## src/rtl/loader_pkg.sv

```systemverilog
// Shared types and constants for the boot-time instruction loader.
// Holds the loader FSM state encoding and stream framing sizes.
package loader_pkg;

  typedef enum logic [2:0] {
    S_IDLE,
    S_LEN_LO,
    S_LEN_HI,
    S_DATA,
    S_WRITE,
    S_CSUM,
    S_DONE,
    S_ERR
  } loader_state_t;

  localparam int LEN_BYTES  = 2;
  localparam int WORD_BYTES = 4;

endpackage

```

## src/rtl/byte_packer.sv

```systemverilog
// Packs accepted stream bytes into a 32-bit little-endian word.
// Ports: clk, n_rst, clr, push, din[7:0] in; word[31:0], word_full out.
module byte_packer
  import loader_pkg::*;
(
  input  logic        clk,
  input  logic        n_rst,
  input  logic        clr,
  input  logic        push,
  input  logic [7:0]  din,
  output logic [31:0] word,
  output logic        word_full
);

  localparam logic [1:0] LAST = 2'(WORD_BYTES - 1);

  logic [1:0] cnt;

  // New bytes enter at the top and slide down, so after four
  // pushes the first byte sits in [7:0] (little-endian).
  always_ff @(posedge clk or negedge n_rst) begin
    if (!n_rst) begin
      cnt  <= '0;
      word <= '0;
    end else if (clr) begin
      cnt  <= '0;
      word <= '0;
    end else if (push) begin
      cnt  <= cnt + 2'd1;
      word <= {din, word[31:8]};
    end
  end

  // Fires on the edge that accepts the last byte of a word.
  assign word_full = push && (cnt == LAST);

endmodule

```

## src/rtl/instr_loader.sv

```systemverilog
// Boot loader: streams bytes into instruction memory, holds core in reset.
// Ports: start, rx_valid/rx_data in; rx_ready, imem_*, core_hold, done, error out.
module instr_loader
  import loader_pkg::*;
#(
  parameter int NUM_INSTR = 1024
) (
  input  logic        clk,
  input  logic        n_rst,
  input  logic        start,
  input  logic        rx_valid,
  input  logic [7:0]  rx_data,
  output logic        rx_ready,
  output logic        imem_we,
  output logic [31:0] imem_addr,
  output logic [31:0] imem_wdata,
  output logic        core_hold,
  output logic        done,
  output logic        error
);

  localparam logic [31:0] MAX_N = 32'(NUM_INSTR);

  loader_state_t state;
  loader_state_t state_nx;

  logic [15:0] idx;
  logic [15:0] len;
  logic [7:0]  len_lo;
  logic [7:0]  csum;
  logic [15:0] n_word;
  logic [15:0] idx_inc;
  logic        accept;
  logic        go;
  logic        too_long;
  logic        push;
  logic        word_full;
  logic        csum_in;
  logic [31:0] word;

  assign accept   = rx_valid && rx_ready;
  assign go       = start &&
                    (state inside {S_IDLE, S_DONE, S_ERR});
  assign n_word   = {rx_data, len_lo};
  assign too_long = {16'b0, n_word} > MAX_N;
  assign idx_inc  = idx + 16'd1;
  assign push     = accept && (state == S_DATA);
  // Length and payload bytes feed the checksum; the checksum
  // byte itself does not.
  assign csum_in  = accept &&
                    (state inside {S_LEN_LO, S_LEN_HI, S_DATA});

  byte_packer u_packer (
    .clk       (clk),
    .n_rst     (n_rst),
    .clr       (go),
    .push      (push),
    .din       (rx_data),
    .word      (word),
    .word_full (word_full)
  );

  always_comb begin
    state_nx = state;
    unique case (state)
      S_IDLE,
      S_DONE,
      S_ERR: begin
        if (start) state_nx = S_LEN_LO;
      end
      S_LEN_LO: begin
        if (accept) state_nx = S_LEN_HI;
      end
      S_LEN_HI: begin
        if (accept) begin
          if (too_long)          state_nx = S_ERR;
          else if (n_word == 0)  state_nx = S_CSUM;
          else                   state_nx = S_DATA;
        end
      end
      S_DATA: begin
        if (word_full) state_nx = S_WRITE;
      end
      S_WRITE: begin
        state_nx = (idx_inc == len) ? S_CSUM : S_DATA;
      end
      S_CSUM: begin
        if (accept)
          state_nx = (rx_data == csum) ? S_DONE : S_ERR;
      end
    endcase
  end

  always_ff @(posedge clk or negedge n_rst) begin
    if (!n_rst) begin
      state <= S_IDLE;
    end else begin
      state <= state_nx;
    end
  end

  always_ff @(posedge clk or negedge n_rst) begin
    if (!n_rst) begin
      idx    <= '0;
      len    <= '0;
      len_lo <= '0;
      csum   <= '0;
    end else begin
      if (go) begin
        idx  <= '0;
        csum <= '0;
      end else begin
        if (state == S_WRITE) idx <= idx_inc;
        if (csum_in) csum <= csum ^ rx_data;
      end
      if (accept && state == S_LEN_LO) len_lo <= rx_data;
      if (accept && state == S_LEN_HI) len    <= n_word;
    end
  end

  assign rx_ready   = state inside {S_LEN_LO, S_LEN_HI,
                                    S_DATA, S_CSUM};
  assign imem_we    = (state == S_WRITE);
  assign imem_addr  = {14'b0, idx, 2'b00};
  assign imem_wdata = word;
  assign core_hold  = (state != S_DONE);
  assign done       = (state == S_DONE);
  assign error      = (state == S_ERR);

endmodule

```

## config.mk

```make
export PLATFORM = sky130hd
export DESIGN_NAME = instr_loader
export DESIGN_NICKNAME = d
export VERILOG_FILES = /design/src/rtl/loader_pkg.sv /design/src/rtl/byte_packer.sv /design/src/rtl/instr_loader.sv
export SDC_FILE = /design/constraint.sdc
export NUM_CORES = 1
export LEC_CHECK = 0
export ABC_AREA = 0
export CAP_MARGIN = 20
export CORE_MARGIN = 2
export CORE_UTILIZATION = 30
export CTS_BUF_LIST = sky130_fd_sc_hd__clkbuf_4 sky130_fd_sc_hd__clkbuf_8 sky130_fd_sc_hd__clkbuf_16
export DETAILED_ROUTE_END_ITERATION = 10
export SETUP_SLACK_MARGIN = 0.05
export SLEW_MARGIN = 20
export SYNTH_ARGS = -nofsm -noshare
export SYNTH_HDL_FRONTEND = slang
export SYNTH_SLANG_ARGS = --single-unit
export TNS_END_PERCENT = 20
```

## constraint.sdc

```tcl
create_clock -name clk -period 4.33 [get_ports clk]
set_clock_uncertainty 0.2 [all_clocks]
set_input_delay 0.866 -clock clk [delete_from_list [all_inputs] [get_ports clk]]
set_output_delay 0.866 -clock clk [all_outputs]
set_load 0.005 [all_outputs]
```

==> results.md <==
Critical path:
- The worst setup path is launched from a flip-flop.
- The data arrival time at the worst-slack endpoint is 2.40 ns.
- The cell with the largest stage delay on the worst path is sky130_fd_sc_hd__or3_1.
- The worst setup path is of the reg -> out kind.
- The family with the most delay on the worst path is buffers and inverters.
- The stage delay of the slowest cell on the critical path is slightly above 0.7 ns.
- The number of buffers and inverters on the critical path is 3.
- The critical path goes through inv_1, or3_1, clkinv_1, clkdlybuf4s50_1.
- The worst setup path is captured at a primary output.
- At the worst endpoint, the required time is 3.26 ns.
- The setup check on the worst reg-to-reg path leaves a slack of 1.24 ns.
- In this run the worst path has a maximum fanout of 24.

Layout:
- The sequential standard cell area is roughly 2100 um2.
- In the layout the commonest cells are sky130_fd_sc_hd__nand2_1, sky130_fd_sc_hd__dfrtp_1, sky130_fd_sc_hd__clkdlybuf4s50_1.
- The most frequent standard cell in the layout excluding fill and tap cells is sky130_fd_sc_hd__nand2_1.
- For this run, the share of the core covered by cells in the final layout is 0.378.
- The final non-filler cell area is 5450 um2.
- The fraction of final layout cells sized beyond drive strength 1 is 0.117.
- The area of the multi-input gates is 2090 um2.
- Counting the fill cells in the layout gives 1420.
- The net total in the final layout is roughly 530.
- 0 antenna diodes ended up in the layout.
- The area growth from synthesis to layout is 23.6%.

Logic synthesis:
- The portion of synthesized area spent on multiplexers is 0.0635.
- The netlist uses between 50 and 60 different library cells.
- Of the total synthesized cell area, the portion taken by XOR and XNOR cells is 0.0811.
- The number of flops mapped to enable cells by yosys is 0.
- The most used flip-flop cell after synthesis is sky130_fd_sc_hd__dfrtp_1.
- Of all flip-flops after synthesis, the portion carrying an async set or reset was 1.00.
- The count of synthesis-stage warnings from yosys is 0.
- The largest family of logic cells by synthesized area is simple AND/OR/NAND/NOR gates.
- The compound-cell area share of the yosys netlist came to 0.115.
- In this run the mean area of a mapped cell was about 9.5 um2.
- The synthesized-area fraction occupied by and/or/nand/nor cells is 0.192.
- The fraction of the mapped netlist area in adder cells is 0.00567.
- After synthesis the cells add up to 4410 um2.
- For this run, the register share of the synthesized area comes to 0.482.
- Counting flops and latches in the post-synthesis netlist gives 85.
- Counting every instance in the synthesized netlist gives 462.

Run status:
- The flow ran to the end, and the final reports show no timing, DRC or antenna violations.

Detailed routing:
- The total wirelength of the detailed-routed design is roughly 11 mm.
- For this run, the detailed router's first-pass iteration total came to 4.
- The number of nets with antenna violations after detailed routing is 0.
- The number of vias per cell is ~4.9.
- The first routing iteration left around 230 violations.
- After detailed routing, the number of remaining DRC violations is 0.
- The detailed router placed 3440 vias in this run.
- The detailed-route wire length per cell is 14.9 um.

Hold path:
- The path class of the tightest hold or removal check is reg -> reg.

Floorplanning:
- The number of primary I/O pins is between 80 and 90.
- The floorplan has 44 rows.
- For this configuration, the core starts out at a cell density of 0.306.
- The floorplan step defined a core boundary enclosing 14400 um2.
- The floorplan step set the die width to 125 um.
- The die height is 125 um.
- The full die area is 15700 um2.

Placed design:
- During placement, the flow inserted port buffers numbering 64.
- The post-placement cell area is 5160 um2.
- After legalization and detailed placement, the total HPWL measured 7.37 mm.
- The routability-driven placement congestion ratio is a little over 0.8.
- OpenSTA, run right after detailed placement, puts the worst setup slack at 1.21 ns.

Global route:
- The number of antenna violations at the first check in global routing is 0.
- The largest net degree at the start of global routing is 69.
- The overflow left after global routing is 0.
- The global routing usage summed across all routing layers is 0.136.
- The first-pass GRT wire length is 17.4 mm.
- The number of global-route vias before repair is around 3300.

Timing:
- For the pin with the worst max-slew slack, the measured transition is 0.877 ns.
- The tightest slew margin relative to the limit is 0.416.
- The final total negative setup slack is 0 ns.
- The post-route minimum period is 3.47 ns.
- Hold is met by 0.325 ns.
- The worst path meets setup with between 0.8 and 0.9 ns of slack.
- The final count of hold timing violations is 0.
- The max-slew violation count is 0.
- The part of the cycle the worst path needs is 0.801.
- Setup repair after global routing left no endpoint under its margin.
- Derived from the worst setup path, the maximum achievable clock frequency is 288 MHz.
- Setup violations remaining at the end of the flow were counted as 0.

Clock network:
- The number of gates resized after CTS is 0.
- Counting the buffers created by CTS gives 9.
- The number of setup buffers added after CTS is 0.
- After clock tree synthesis, the clock-pin slew on the worst setup and hold paths is roughly 0.06 ns.
- The H-tree generated during clock tree synthesis spans 3 levels.
- The clock tree from TritonCTS is done.
- The library cell used as clock root buffer is sky130_fd_sc_hd__clkbuf_16.
- In this run the deepest clock path goes through 2 buffers.
- Clock tree synthesis found a total of 85 sinks.
- The clock reaches the later pin of the worst-skew pair after ~0.33 ns.
- The number of hold-repair buffers added at the cts stage is 0.

Power and ir drop:
- IR analysis of the VDD net gives a maximum drop of 235 uV.
- The power density relative to cell area is around 600 nW/um2.
- The leakage power of the design is 2.27 nW.

Job:
- Max-cap violations in this run came to 0.
-- logic make-up (layout without fill, tap and decap cells) --
kind of cell | after synthesis | after routing
XOR/XNOR | 40 | 40
adder cells (fa/ha/maj) | 2 | 2
flip-flops | 85 | 85
buffers and inverters | 47 | 93
multiplexers | 25 | 25
AO/OA/AOI/OAI | 88 | 88
AND/OR/NAND/NOR | 174 | 174
other | 1 | 16
-- where the power goes --
group / switching (mW) / internal (mW)
clock: 0.305 / 0.456
sequential: 0.278 / 1.08
combinational: 0.541 / 0.623
total: 1.12 / 2.16
-- registers in the layout (all words and copies together) (netlist names) --
| signal | cells |
|---|---|
| u_packer.cnt | 2 |
| csum | 8 |
| idx | 16 |
| state | 3 |
| u_packer.word | 32 |
| len | 16 |
| len_lo | 8 |
-- per-stage QoR --
step	power, mW	cells
final	3.28	707
after CTS	3.32	707
after global placement	2.51	692
after global routing	3.51	707
after floorplan	2.04	477
after detailed placement	2.55	692
-- synthesized netlist by cell type, drive strengths merged, types with 2 or more instances --
| master | instances | area (um2) |
|---|---|---|
| a21oi | 42 | 210 |
| a31oi | 2 | 12.5 |
| and2 | 2 | 12.5 |
| and3 | 3 | 18.8 |
| and4 | 2 | 18.8 |
| buf | 19 | 146 |
| clkbuf | 21 | 90.1 |
| dfrtp | 85 | 2130 |
| ha | 2 | 25.0 |
| inv | 6 | 22.5 |
| mux2 | 24 | 270 |
| nand2 | 101 | 387 |
| nand3 | 8 | 52.6 |
| nand4 | 6 | 58.8 |
| nor2 | 25 | 110 |
| nor3 | 10 | 55.1 |
| nor3b | 2 | 15.0 |
| nor4 | 7 | 65.1 |
| o21ai | 26 | 130 |
| o221ai | 2 | 17.5 |
| o31ai | 6 | 45.0 |
| o41ai | 2 | 17.5 |
| or2 | 2 | 12.5 |
| or3 | 2 | 12.5 |
| or4 | 2 | 15.0 |
| xnor2 | 24 | 210 |
| xor2 | 16 | 148 |
-- worst min-delay path: stages (launching register included) --
cell	delay [ns]
sky130_fd_sc_hd__dfrtp_1	0.37
sky130_fd_sc_hd__nand2_1	0.06
sky130_fd_sc_hd__a21oi_1	0.05
-- metal layers --
metal / vias to the layer above / GRT usage / part of all wire
met2: 83 / 0.214 / 0.47
met4: 0 / 0.0477 / 0.012
li1: 1669 / - / -
met5: - / 0 / 0
met1: 1681 / 0.190 / 0.48
met3: 7 / 0.0231 / 0.034
-- final timing paths --
path / startpoint / to / cells past startpoint
max: state[2] / imem_we / 4
min: u_packer.word[0] / u_packer.word[0] / 2
max reg2reg: idx[0] / state[1] / 8
min reg2reg: u_packer.word[0] / u_packer.word[0] / 2
max in group asynchronous: n_rst / u_packer.word[0] / 2
min in group asynchronous: n_rst / idx[12] / 1
-- area by class of cell --
cell class / instances / share of cell area
inverter: 7 / 0.00482
clock buffer: 11 / 0.0440
timing repair buffer: 71 / 0.127
clock inverter: 4 / 0.00918
tap: 184 / 0.0422
sequential: 85 / 0.390
multi-input combinational: 345 / 0.383
(Power assumes the default switching activity.)
